===== config.mk =====
export PLATFORM = sky130hd
export DESIGN_NAME = mem_port_arbiter
export DESIGN_NICKNAME = d
export VERILOG_FILES = /design/src/rtl/mem_arb_pkg.sv /design/src/rtl/mem_arb_wait_counter.sv /design/src/rtl/mem_port_arbiter.sv
export SDC_FILE = /design/constraint.sdc
export NUM_CORES = 1
export LEC_CHECK = 0
export ABC_AREA = 0
export CORE_ASPECT_RATIO = 0.8
export CORE_MARGIN = 4
export CORE_UTILIZATION = 37
export CTS_BUF_LIST = sky130_fd_sc_hd__clkbuf_4 sky130_fd_sc_hd__clkbuf_8 sky130_fd_sc_hd__clkbuf_16
export DETAILED_ROUTE_END_ITERATION = 6
export GPL_ROUTABILITY_DRIVEN = 0
export GPL_TIMING_DRIVEN = 0
export PLACE_DENSITY = 0.8
export SLEW_MARGIN = 15
export SYNTH_ARGS = -nofsm -noshare
export SYNTH_HDL_FRONTEND = slang
export SYNTH_HIERARCHICAL = 1
export SYNTH_SLANG_ARGS = --single-unit

===== constraint.sdc =====
create_clock -name clk -period 1.8 [get_ports clk]
set_clock_uncertainty 0.05 [all_clocks]
set_input_delay 0.18 -clock clk [delete_from_list [all_inputs] [get_ports clk]]
set_output_delay 0.18 -clock clk [all_outputs]
set_load 0.02 [all_outputs]

===== src/rtl/mem_arb_pkg.sv =====
// Shared types and defaults for the IF/MEM unified memory port arbiter.
package mem_arb_pkg;

    localparam int ADDR_W_DEF = 32;
    localparam int DATA_W_DEF = 32;

    typedef enum logic [1:0] {
        IDLE = 2'd0,
        REQ  = 2'd1,
        WAIT = 2'd2,
        ACK  = 2'd3
    } arb_state_t;

    typedef enum logic {
        GNT_IF = 1'b0,
        GNT_D  = 1'b1
    } arb_grant_t;

endpackage


===== src/rtl/mem_arb_wait_counter.sv =====
// Free-running 32-bit cycle counter that advances while en is high and wraps.
module mem_arb_wait_counter (
    input  logic        clk,
    input  logic        reset,
    input  logic        en,
    output logic [31:0] count
);

    always_ff @(posedge clk) begin
        if (reset) begin
            count <= '0;
        end else if (en) begin
            count <= count + 32'd1;
        end
    end

endmodule


===== src/rtl/mem_port_arbiter.sv =====
// Serializes IF fetches and MEM loads/stores onto one multi-cycle memory port.
// Define MEM_ARB_PERF_EN to add the per-side stall cycle counters.
module mem_port_arbiter
    import mem_arb_pkg::*;
#(
    parameter int ADDR_W = ADDR_W_DEF,
    parameter int DATA_W = DATA_W_DEF
) (
    input  logic              clk,
    input  logic              reset,

    input  logic              if_req,
    input  logic [ADDR_W-1:0] if_addr,
    output logic [DATA_W-1:0] if_rdata,
    output logic              if_ack,
    output logic              if_stall,

    input  logic              d_req,
    input  logic              d_we,
    input  logic [ADDR_W-1:0] d_addr,
    input  logic [DATA_W-1:0] d_wdata,
    output logic [DATA_W-1:0] d_rdata,
    output logic              d_ack,
    output logic              d_stall,

    output logic              mem_valid,
    output logic              mem_we,
    output logic [ADDR_W-1:0] mem_addr,
    output logic [DATA_W-1:0] mem_wdata,
    input  logic              mem_ready,
    input  logic              mem_resp_valid,
    input  logic [DATA_W-1:0] mem_rdata
`ifdef MEM_ARB_PERF_EN
    ,
    output logic [31:0]       if_wait_cnt,
    output logic [31:0]       d_wait_cnt
`endif
);

    arb_state_t        state;
    arb_grant_t        grant;
    logic [DATA_W-1:0] resp;

    // mem_we/addr/wdata are the payload registers themselves, so they cannot move mid-transaction.
    always_ff @(posedge clk) begin
        if (reset) begin
            state     <= IDLE;
            grant     <= GNT_IF;
            mem_valid <= 1'b0;
            mem_we    <= 1'b0;
            mem_addr  <= '0;
            mem_wdata <= '0;
            resp      <= '0;
            if_ack    <= 1'b0;
            d_ack     <= 1'b0;
        end else begin
            if_ack <= 1'b0;
            d_ack  <= 1'b0;
            case (state)
                IDLE: begin
                    // Data wins ties: it belongs to the older instruction in the pipeline.
                    if (d_req) begin
                        grant     <= GNT_D;
                        mem_we    <= d_we;
                        mem_addr  <= d_addr;
                        mem_wdata <= d_wdata;
                        mem_valid <= 1'b1;
                        state     <= REQ;
                    end else if (if_req) begin
                        grant     <= GNT_IF;
                        mem_we    <= 1'b0;
                        mem_addr  <= if_addr;
                        mem_wdata <= '0;
                        mem_valid <= 1'b1;
                        state     <= REQ;
                    end
                end
                REQ: begin
                    if (mem_ready) begin
                        mem_valid <= 1'b0;
                        state     <= WAIT;
                    end
                end
                WAIT: begin
                    if (mem_resp_valid) begin
                        resp  <= mem_rdata;
                        state <= ACK;
                        if (grant == GNT_D) begin
                            d_ack <= 1'b1;
                        end else begin
                            if_ack <= 1'b1;
                        end
                    end
                end
                ACK: begin
                    state <= IDLE;
                end
                default: begin
                    state <= IDLE;
                end
            endcase
        end
    end

    assign if_rdata = resp;
    assign d_rdata  = resp;
    assign if_stall = if_req & ~if_ack;
    assign d_stall  = d_req & ~d_ack;

`ifdef MEM_ARB_PERF_EN
    mem_arb_wait_counter u_if_wait (
        .clk   (clk),
        .reset (reset),
        .en    (if_stall),
        .count (if_wait_cnt)
    );

    mem_arb_wait_counter u_d_wait (
        .clk   (clk),
        .reset (reset),
        .en    (d_stall),
        .count (d_wait_cnt)
    );
`endif

endmodule


==> metrics.cfg <==
[logic_synthesis]
yosys-top-cells-count = dfxtp_1 (103), nand2_1 (100), a21oi_1 (67)
syn_area_um2 = 4410
yosys-top-cells-area = dfxtp_1 (47%), a211oi_2 (8.5%), nand2_1 (8.5%), a21oi_1 (7.6%), mux2i_1 (7.5%)
synth_fa_ha_area_share_pct = 1.13
yosys_warnings = 6
synth-simple-area-share_pct = 16.4
synth_top_family_by_area = compound AO/OA/AOI/OAI gates
synthesis.nets = 635
synth_most_common_cell = dfxtp_1
synth_xor_area_share_pct = 0
ys_types = 26
async_reset_ff_share_pct = 0
synth_top_area_share_pct = 46.8
yosysSeqAreaShare_pct = 46.8
synth_mux_area_share_pct = 7.49
synth_flop_cell = dfxtp_1
ys_seq_elements = 103
synthCells = 496
synth_compound_area_share_pct = 17.5
synth_edf_count = 0
synth_area_per_cell_um2 = 8.89
synth_top_area_cell = dfxtp_1

[cts]
cts_hold_buf = 0
path_clk_slew_ps = 60
cts_buffer_depth = 2
h-tree-depth = 3
cts_buffers = 9
clock-sinks = 103
ctsRootBufferMaster = clkbuf_16
cts_tree = yes
clk_latency_ps = 330

[die]
ios = 269
num_rows = 35
core_um2 = 11600
die_h_um = 106
die_area_um2 = 13700
initial_core_util_pct = 38.0
die_w_um = 130

[timing]
slew_violations = 0
hold_violations = 0
worstMarginPinSlew_ps = 688
slew-limit-headroom_pct = 54.1
rsz0062_at_grt = false
period_share_pct = 93.1
period_needed_ps = 1680
fmax_ghz = 0.597
worst_slack_ps = 124
setup_viol = 0

[setup_path]
crit_fanout = 3
crit_arrival_ps = 1450
crit_type = reg -> out
endpoint_kind = output pin
r2r_cells = 6
cp_slowest_cell = clkdlybuf4s50_1
required_ps = 1570
cp-start-kind = flip-flop
cp_slowest_stage_delay_ps = 590
path_cells = buf_4, clkdlybuf4s50_1

[place]
placed_cell_area_um2 = 7270
dp_hpwl_um = 11800
io_buffer_count = 267
pre_cts_ws_ps = -145
dp_cells = 911

[routing]
wire_per_inst_um = 15.9
route.detailed.drc = 0
postRouteAntennaNets = 0
wirelength_um = 14700
drtIter0Drc = 143
via_per_inst = 4.85
drt_first_pass_iters = 4
vias = 4487

[power_and_ir_drop]
power_density_nw_per_um2 = 1260
ir_drop_mv = 0.652
p_total_mw = 9.50
p_leak_nw = 2.88

[min_path]
min_path_type = in -> reg
hold_depth = 4

[cells_and_area]
nets = 912
fillers = 912
syn2layout_area_growth_pct = 71.5
fin_cells = 926
stdcell_area_um2 = 7570
drive_gt1_share_pct = 13.8
diodes = 0

[run]
maxCapViolations = 0

[grt]
grt_max_degree = 17
globalRouteOverflowTotal = 0
grt_pass1_wl_um = 23000
grt_pass1_vias = 4666
antenna_found_initial = 0
track_usage_pct = 20.9

[run_status]
status = finished, final reports clean

-- cell families (layout without fill, tap and decap cells) --
family                   count (synthesis)  count (layout)
AND/OR/NAND/NOR                        175             175
AO/OA/AOI/OAI                          105             105
buffers and inverters                   76             358
flip-flops                             103             103
adder cells (fa/ha/maj)                  4               4
multiplexers                            33              33
-- state kept, by name, summed over array words and instances (netlist names) --
| signal | flops |
|---|---|
| d_ack | 1 |
| d_rdata | 32 |
| grant | 1 |
| if_ack | 1 |
| mem_addr | 32 |
| mem_valid | 1 |
| mem_wdata | 32 |
| mem_we | 1 |
| state | 2 |
-- per-stage QoR --
step	setup TNS (ps)	hold WS, ps	util (%)
6_report	0	260	65.2
5_1_grt	0	300	65.2
4_1_cts	0	266	65.0
3_5_place_dp	-7090	389	62.6
3_3_place_gp	-5920	385	62.6
2_1_floorplan	0	266	-
-- where the power goes --
group	switching [mW]	internal (mW)	leakage (nW)
combinational	2.49	2.10	1.90
clock	0.822	0.990	0.133
sequential	0.298	2.79	0.844
-- per-layer routing --
| layer | routed length (um) | track usage [%] |
|---|---|---|
| met1 | 5720 | 23.8 |
| met2 | 7090 | 35.7 |
| met3 | 1460 | 7.24 |
| met4 | 437 | 8.09 |
| met5 | 0 | 0 |
-- worst max-delay path, delay by kind of cell (launching register included) --
family	cells	cell delay (ps)
buffers and inverters	2	720
DFF	1	400
-- worst paths after layout --
check | startpoint | endpoint | slack [ps]
hold reg to reg | mem_wdata[31]$_SDFFE_PP0P_ | mem_wdata[31]$_SDFFE_PP0P_ | 400
setup reg to reg | state[1]$_SDFFE_PP0P_ | state[0]$_SDFFE_PP0P_ | 150
setup / recovery | d_rdata[25]$_SDFFE_PP0P_ | if_rdata[25] | 120
hold / removal | d_req | mem_valid$_SDFFE_PP0P_ | 260
-- layout make-up --
cell class	count	area, um2	share of cell area, %
tap	148	185	2.45
clock inverter	4	32.5	0.430
sequential	103	2060	27.3
clock buffer	12	248	3.27
buffer	71	463	6.12
timing repair buffer	267	2680	35.4
multi-input combinational	317	1890	24.9
inverter	4	15.0	0.198
-- timing repair --
action	CTS	global route
endpoints found under the setup margin	0	37
gates resized for setup	0	10
setup buffers	0	0
-- layout by cell type, fill, tap and decap left out, types with 4 or more instances in the layout --
cell type	count
buf_1	4
nand2_1	100
a21oi_1	67
dfxtp_1	103
clkbuf_16	9
clkbuf_1	10
nor2_1	32
mux2i_1	33
buf_6	6
ha_1	4
buf_4	35
nand3_1	33
a211oi_2	31
buf_2	14
clkdlybuf4s50_1	266
No activity file was read; power rests on OpenSTA's default activity.
